## config.mk

```make
export PLATFORM = sky130hd
export DESIGN_NAME = alu_issue_flat
export DESIGN_NICKNAME = d
export VERILOG_FILES = /design/src/rtl/alu_issue_if.sv /design/src/rtl/alu_issue.sv /design/src/flat_wrapper.sv
export SDC_FILE = /design/constraint.sdc
export NUM_CORES = 1
export LEC_CHECK = 0
export ABC_AREA = 1
export BUFFER_PORTS_ARGS = -buffer_cell sky130_fd_sc_hd__clkbuf_2
export CORE_MARGIN = 2
export CORE_UTILIZATION = 50
export DETAILED_ROUTE_END_ITERATION = 10
export HOLD_SLACK_MARGIN = 0.05
export MAX_ROUTING_LAYER = met4
export PLACE_DENSITY = 0.75
export SLEW_MARGIN = 20
export SYNTH_ARGS = -nofsm -noshare
export SYNTH_HDL_FRONTEND = slang
export SYNTH_SLANG_ARGS = --single-unit
```

## constraint.sdc

```tcl
create_clock -name clk -period 1.1 [get_ports clk]
set_input_delay 0.055 -clock clk [delete_from_list [all_inputs] [get_ports clk]]
set_output_delay 0.055 -clock clk [all_outputs]
set_load 0.05 [all_outputs]
```

## src/rtl/alu_issue_if.sv

```systemverilog
// Instruction and result handshake bundle between an issuer and the alu_issue stage.
interface alu_issue_if #(
  parameter int DW = 8,
  parameter int RW = 2
) ();
  logic          in_valid;
  logic          in_ready;
  logic [2:0]    in_op;
  logic [RW-1:0] in_rd;
  logic [RW-1:0] in_rs1;
  logic [RW-1:0] in_rs2;
  logic          in_imm_en;
  logic [DW-1:0] in_imm;
  logic          res_valid;
  logic          res_ready;
  logic [DW-1:0] res_data;
  logic [RW-1:0] res_rd;
  logic          res_carry;

  modport master (
    output in_valid, in_op, in_rd, in_rs1, in_rs2, in_imm_en, in_imm, res_ready,
    input  in_ready, res_valid, res_data, res_rd, res_carry
  );

  modport slave (
    input  in_valid, in_op, in_rd, in_rs1, in_rs2, in_imm_en, in_imm, res_ready,
    output in_ready, res_valid, res_data, res_rd, res_carry
  );
endinterface

```

## src/rtl/alu_issue.sv

```systemverilog
// Issue/writeback stage around an external combinational alu: operand fetch from a
// small register file, one-cycle execute, result held until the consumer takes it.
//
// state | meaning
// IDLE  | ready for an instruction, operands latched on acceptance
// EXEC  | latched operands drive the alu, result written back at the closing edge
// RESP  | result presented, held until res_ready
module alu_issue #(
  parameter int DW   = 8,
  parameter int NREG = 4,
  parameter int RW   = 2
) (
  input  logic          clk,
  input  logic          rst_n,
  alu_issue_if.slave    io,
  output logic [DW-1:0] alu_a,
  output logic [DW-1:0] alu_b,
  output logic [2:0]    alu_op,
  input  logic [DW-1:0] alu_out,
  input  logic          alu_carry,
  output logic          carry_flag,
  output logic          busy
);
  typedef enum logic [1:0] {IDLE, EXEC, RESP} state_t;

  state_t        state_q, state_d;
  logic [DW-1:0] rf_q [NREG];
  logic [DW-1:0] rf_d [NREG];
  logic [DW-1:0] a_q, a_d, b_q, b_d;
  logic [2:0]    op_q, op_d;
  logic [RW-1:0] rd_q, rd_d;
  logic [DW-1:0] res_data_q, res_data_d;
  logic [RW-1:0] res_rd_q, res_rd_d;
  logic          res_carry_q, res_carry_d;
  logic          carry_flag_q, carry_flag_d;
  logic          carry_new;

  always_ff @(posedge clk or negedge rst_n) begin
    if (!rst_n) state_q <= IDLE;
    else        state_q <= state_d;
  end

  always_comb begin
    state_d = state_q;
    case (state_q)
      IDLE:    if (io.in_valid) state_d = EXEC;
      EXEC:    state_d = RESP;
      RESP:    if (io.res_ready) state_d = IDLE;
      default: state_d = IDLE;
    endcase
  end

  always_comb begin
    io.in_ready  = (state_q == IDLE);
    io.res_valid = (state_q == RESP);
    busy         = (state_q != IDLE);
  end

  // Writeback uses the latched rd, so rd==rs1/rs2 naturally sees the old value.
  always_comb begin
    rf_d         = rf_q;
    a_d          = a_q;
    b_d          = b_q;
    op_d         = op_q;
    rd_d         = rd_q;
    res_data_d   = res_data_q;
    res_rd_d     = res_rd_q;
    res_carry_d  = res_carry_q;
    carry_flag_d = carry_flag_q;
    carry_new    = (op_q == 3'd0) ? alu_carry : carry_flag_q;
    if (state_q == IDLE && io.in_valid) begin
      a_d  = rf_q[io.in_rs1];
      b_d  = io.in_imm_en ? io.in_imm : rf_q[io.in_rs2];
      op_d = io.in_op;
      rd_d = io.in_rd;
    end
    if (state_q == EXEC) begin
      rf_d[rd_q]   = alu_out;
      res_data_d   = alu_out;
      res_rd_d     = rd_q;
      carry_flag_d = carry_new;
      res_carry_d  = carry_new;
    end
  end

  always_ff @(posedge clk or negedge rst_n) begin
    if (!rst_n) begin
      for (int i = 0; i < NREG; i++) rf_q[i] <= '0;
      a_q          <= '0;
      b_q          <= '0;
      op_q         <= '0;
      rd_q         <= '0;
      res_data_q   <= '0;
      res_rd_q     <= '0;
      res_carry_q  <= 1'b0;
      carry_flag_q <= 1'b0;
    end else begin
      rf_q         <= rf_d;
      a_q          <= a_d;
      b_q          <= b_d;
      op_q         <= op_d;
      rd_q         <= rd_d;
      res_data_q   <= res_data_d;
      res_rd_q     <= res_rd_d;
      res_carry_q  <= res_carry_d;
      carry_flag_q <= carry_flag_d;
    end
  end

  assign alu_a        = a_q;
  assign alu_b        = b_q;
  assign alu_op       = op_q;
  assign io.res_data  = res_data_q;
  assign io.res_rd    = res_rd_q;
  assign io.res_carry = res_carry_q;
  assign carry_flag   = carry_flag_q;
endmodule
```

## src/flat_wrapper.sv

```systemverilog
// flat-port wrapper written by rule: the top's interface ports become plain ports
module alu_issue_flat 
#(
  parameter int DW   = 8,
  parameter int NREG = 4,
  parameter int RW   = 2
)
  (clk, rst_n, alu_a, alu_b, alu_op, alu_out, alu_carry, carry_flag, busy, io_in_valid, io_in_op, io_in_rd, io_in_rs1, io_in_rs2, io_in_imm_en, io_in_imm, io_res_ready, io_in_ready, io_res_valid, io_res_data, io_res_rd, io_res_carry);
  alu_issue_if #(.DW(DW), .RW(RW)) io_i ();
  input  logic clk;
  input  logic rst_n;
  output logic [DW-1:0] alu_a;
  output logic [DW-1:0] alu_b;
  output logic [2:0] alu_op;
  input  logic [DW-1:0] alu_out;
  input  logic alu_carry;
  output logic carry_flag;
  output logic busy;
  input wire logic [$bits(io_i.in_valid)-1:0] io_in_valid;
  input wire logic [$bits(io_i.in_op)-1:0] io_in_op;
  input wire logic [$bits(io_i.in_rd)-1:0] io_in_rd;
  input wire logic [$bits(io_i.in_rs1)-1:0] io_in_rs1;
  input wire logic [$bits(io_i.in_rs2)-1:0] io_in_rs2;
  input wire logic [$bits(io_i.in_imm_en)-1:0] io_in_imm_en;
  input wire logic [$bits(io_i.in_imm)-1:0] io_in_imm;
  input wire logic [$bits(io_i.res_ready)-1:0] io_res_ready;
  output wire logic [$bits(io_i.in_ready)-1:0] io_in_ready;
  output wire logic [$bits(io_i.res_valid)-1:0] io_res_valid;
  output wire logic [$bits(io_i.res_data)-1:0] io_res_data;
  output wire logic [$bits(io_i.res_rd)-1:0] io_res_rd;
  output wire logic [$bits(io_i.res_carry)-1:0] io_res_carry;
  assign io_i.in_valid = io_in_valid;
  assign io_i.in_op = io_in_op;
  assign io_i.in_rd = io_in_rd;
  assign io_i.in_rs1 = io_in_rs1;
  assign io_i.in_rs2 = io_in_rs2;
  assign io_i.in_imm_en = io_in_imm_en;
  assign io_i.in_imm = io_in_imm;
  assign io_i.res_ready = io_res_ready;
  assign io_in_ready = io_i.in_ready;
  assign io_res_valid = io_i.res_valid;
  assign io_res_data = io_i.res_data;
  assign io_res_rd = io_i.res_rd;
  assign io_res_carry = io_i.res_carry;
  alu_issue #(.DW(DW), .NREG(NREG), .RW(RW)) u_core (.clk(clk), .rst_n(rst_n), .io(io_i), .alu_a(alu_a), .alu_b(alu_b), .alu_op(alu_op), .alu_out(alu_out), .alu_carry(alu_carry), .carry_flag(carry_flag), .busy(busy));
endmodule
```

; Word-level counts from Yosys, hierarchy flattened
; Index checks and enable logic that the tools add are counted.
[totals]
ff_bits = 66
input_bits = 31
out_inout_bits = 34
elab_cells = 44
[op_classes]
bitwise = 3
n_lt_le_gt_ge = 4
reduce_logical = 7
eq_ne = 4
muxes = 14
[ops]
columns = cell, n
row1 = 8-bit 2-to-1 mux, 6
row2 = 8-bit binary-select mux with 2-bit select, 2
row3 = 32-bit bitwise mux, 1
row4 = 8-bit demux with 2-bit select, 1
row5 = "3-bit >= comparator, second input constant", 3
row6 = 2-bit NOT with 3-bit output, 3
row7 = 2-bit case mux with 3 select lines, 1
row8 = 2-bit 2-to-1 mux, 2
row9 = "2-bit inequality test, second input constant", 2
row10 = 2-bit AND reduction, 2
row11 = 3-bit zero test, 1
row12 = "3-bit by 1-bit less-than comparator with 1-bit output, second input constant", 1
row13 = "2-bit by 1-bit equality test with 1-bit output, second input constant", 1
row14 = "2-bit equality test, second input constant", 1
row15 = 1-bit logical AND, 2
row16 = 2-bit zero test, 1
row17 = 2-bit nonzero test, 1
row18 = 1-bit 2-to-1 mux, 1

; Logic depth before layout (Yosys ltp)
[depth]
ltp_word = 6
mapped_depth = 9
mapped_depth_nobuf = 7

; Worst setup path after synthesis
; No wires, ideal clock.
[synth_timing]
kind = register -> register
startpoint = register u_core.state_q[1]
endpoint = register u_core.op_q[1] (netlist: u_core.alu_op[1])
t_arrival_ns = 1.451
required_time_ns = 0.982
path_buffers = 2
period_less_slack_ns = 1.569
setup_ns = 0.118
slack_ns = -0.469
stages_incl_launch_ff = 7
path_cell_list = dfrtp_1 nor2_2 nand2_2 buf_6 buf_6 nand2_1 nand2_1
[synth_via]
elab_chain_cells = 2
[synth_rtl]
columns = element, line_no
row1 = from (decl), alu_issue.sv:26  ; state_t state_q, state_d;
row2 = from (signal assigned), alu_issue.sv:40  ; else state_q <= state_d;
row3 = 2-bit zero test, --
row4 = via io_in_ready, flat_wrapper.sv:27  ; output wire logic [$bits(io_i.in_ready)-1:0] io_in_ready;
row5 = 1-bit logical AND, alu_issue.sv:71  ; if (state_q == IDLE && io.in_valid) begin
row6 = to (signal assigned), alu_issue.sv:101  ; op_q <= op_d;
row7 = to (decl), alu_issue.sv:30  ; logic [2:0] op_q, op_d;
; The timed path passes the listed nets, and every way through them passes these cells.
; A chain may end at the register's enable or synchronous reset.

; Worst setup path after layout
[layout_timing]
startpoint = register u_core.state_q[0]
endpoint = output busy
[layout_via]
elab_chain_cells = 1
[layout_rtl]
columns = element, line_no
row1 = 2-bit nonzero test, alu_issue.sv:56  ; busy = (state_q != IDLE);
row2 = to (decl), flat_wrapper.sv:18  ; output logic busy;
; No other way between the ends.

==> results.json <==
{
  "dp_hpwl_mm": 5.19,
  "crit_path_start_kind": "register",
  "antennaDiodeCount": 0,
  "track_usage_pct": 26.8,
  "grt_pass1_wl_mm": 14.7,
  "hp-class": "input pin to register",
  "pin_count": 65,
  "tightest_slew_ps": 465,
  "reg2reg_slack_ps": -190,
  "core_um2": 6350,
  "dp_cells": 554,
  "criticalPathCategory": "register to output pin",
  "via_per_inst": 5.41,
  "grt_setup_unrepaired": "true",
  "synth_cell_type_count": 20,
  "setup_slack_ps": -210,
  "layout.nets": 552,
  "num_vias": 3258,
  "cts_tree": "done",
  "synth_warnings": 0,
  "crit_path_start": "u_core.state_q[0]",
  "period_share_pct": 119,
  "grt_pass1_vias": 3038,
  "reg2regPathDepth": 5,
  "final_common_cell": "nand2_1",
  "clk_pin_slew_ps": 70,
  "vdd_ir_drop_max_mv": 2.59,
  "timing.rr.end": "u_core.rf_q[7]",
  "totalWireLength_mm": 9.72,
  "antenna_found_initial": 0,
  "grt_max_degree": 67,
  "seq_area_frac_synth_pct": 50.2,
  "hold_viol": 0,
  "slew_viol_final": 0,
  "die_area_um2": 7240,
  "wl_per_cell_um": 16.2,
  "clock_latency_ps": 350,
  "fin_cells": 602,
  "period_minus_slack_ps": 1310,
  "fp.dieH_um": 85.1,
  "clock_path_buffers": 2,
  "gp_congestion": 0.836,
  "max_freq_ghz": 0.764,
  "run_status": "finished, violations left",
  "slew_headroom_pct": 68.9,
  "cts.sinks": 66,
  "r2r-start": "u_core.state_q[1]",
  "avgSynthCellArea_um2": 7.83,
  "postRouteAntennaNets": 0,
  "die_x_um": 85.1,
  "syn_nets": 451,
  "arrival_ps": 1250,
  "leakage_nw": 2.47,
  "violations": "setup timing",
  "required_ps": 1040,
  "holdWs_ps": 60.1,
  "crit_fanout": 2,
  "syn_inst": 420,
  "synthToLayoutAreaGrowth_pct": 47.4,
  "overflow": 0,
  "power.density_nw_per_um2": 3230,
  "clock_skew_ps": 5.64,
  "initialDrtViolationCount": 435,
  "setup_viol": 58,
  "cts_root_buf": "clkbuf_8",
  "port_buffers": 64,
  "drc": 0,
  "cts_made_buffers": 9,
  "hold-path-cell-count": 5,
  "netlist_area_um2": 3290,
  "drt_pass1_iterations": 7,
  "num_rows": 29,
  "h-tree-depth": 3,
  "synth_seq_cells": 66,
  "final_cell_mix": "113 x nand2_1, 62 x dfrtp_1, 53 x clkbuf_2",
  "drive_gt1_share_pct": 44.2,
  "end_kind": "output pin",
  "cap_violations": 0,
  "fin_util_pct": 76.4,
  "start_util_pct": 51.8,
  "endpoint": "busy"
}
==> power by group <==
group	internal (mW)	leakage (nW)	total (mW)	switching, mW
registers	3.65	0.798	4.97	1.32
clock network	1.16	0.101	2.13	0.973
logic	3.08	1.57	8.55	5.47
total	7.89	2.47	15.7	7.77
==> area by class of cell <==
cell class              count  area, um^2
clock buffers              11         151
repair inverters            1        16.3
well taps                  77        96.3
clock inverters             4        51.3
inverters                  27         135
repair buffers            105         885
multi-input cells         311        1860
flip-flops and latches     66        1660
fillers                   402        1500
==> metal layers <==
metal | GRT usage, % | vias up | wire length [um]
met2 | 41.9 | 146 | 4880
met1 | 34.2 | 1555 | 3990
li1 | - | 1522 | -
met4 | 11.3 | 0 | 299
met3 | 5.06 | 35 | 550
met5 | - | - | 0
==> critical path, cell delays in order (launching register included) <==
cell and delay (ps):
dfrtp_1 400, buf_6 130, nor2_4 90, buf_6 110, inv_2 30, buf_8 140
==> registers in the layout (all words and copies together), names as in the netlist <==
signal and count:
u_core.alu_b 8, u_core.io.res_rd 2, u_core.rf_q 32, u_core.io.res_carry 1, u_core.io.res_data 8, u_core.rd_q 2
u_core.alu_a 8, u_core.alu_op 3, u_core.state_q 2
==> cell families after synthesis <==
group / Yosys count / synth area share [%]
and+or+nand+nor: 256 / 32.4
DFF: 66 / 50.2
AOI/OAI and AO/OA: 51 / 9.70
buffers and inverters: 47 / 7.65
==> synth_stat cells <==
| master | instances | area [um^2] |
|---|---|---|
| buf_2 | 9 | 45.0 |
| buf_4 | 3 | 22.5 |
| buf_6 | 7 | 78.8 |
| clkbuf_1 | 1 | 3.75 |
| dfrtp_1 | 66 | 1650 |
| inv_1 | 23 | 86.3 |
| inv_2 | 4 | 15.0 |
| nand2_1 | 177 | 664 |
| nand2_2 | 5 | 31.3 |
| nand2_4 | 2 | 22.5 |
| nand3_1 | 17 | 85.1 |
| nand3_4 | 2 | 35.0 |
| nor2_1 | 48 | 180 |
| nor2_2 | 2 | 12.5 |
| nor2_4 | 1 | 11.3 |
| nor2_8 | 1 | 20.0 |
| nor3_1 | 1 | 5.00 |
| o21ai_0 | 17 | 85.1 |
| o21ai_1 | 17 | 85.1 |
| o21ai_2 | 17 | 149 |
==> stage by stage <==
| step | power, mW | area (um^2) | worst slack (ps) | TNS (ps) |
|---|---|---|---|---|
| 4_1_cts | 14.2 | 4430 | -239 | -6480 |
| 2_1_floorplan | 9.26 | 3310 | -271 | -6230 |
| 6_report | 15.7 | 4850 | -210 | -8110 |
| 5_1_grt | 16.5 | 4850 | -246 | -10370 |
| 3_5_place_dp | 10.7 | 3700 | -111 | -3210 |
| 3_3_place_gp | 10.5 | 3700 | -52.0 | -1330 |
==> worst min-delay path by stage <==
stage                  from               endpoint  slack (ps)
6_report       io_in_imm[2]        u_core.alu_b[2]          60
5_1_grt        io_in_imm[2]        u_core.alu_b[2]          70
4_1_cts        io_in_imm[1]        u_core.alu_b[1]          50
3_5_place_dp          rst_n  u_core.io.res_data[7]         100
3_3_place_gp          rst_n  u_core.io.res_data[7]         100
2_1_floorplan         rst_n        u_core.alu_a[0]        -240
==> repair_timing <==
action	4_1_cts	5_1_grt
gates resized for setup	55	114
hold buffers	15	0
endpoints found under the setup margin	57	61
gates cloned	6	2
hold endpoints to repair	82	0
setup buffers	8	2
pin swaps	8	41
No activity file was read; power rests on OpenSTA's default activity.
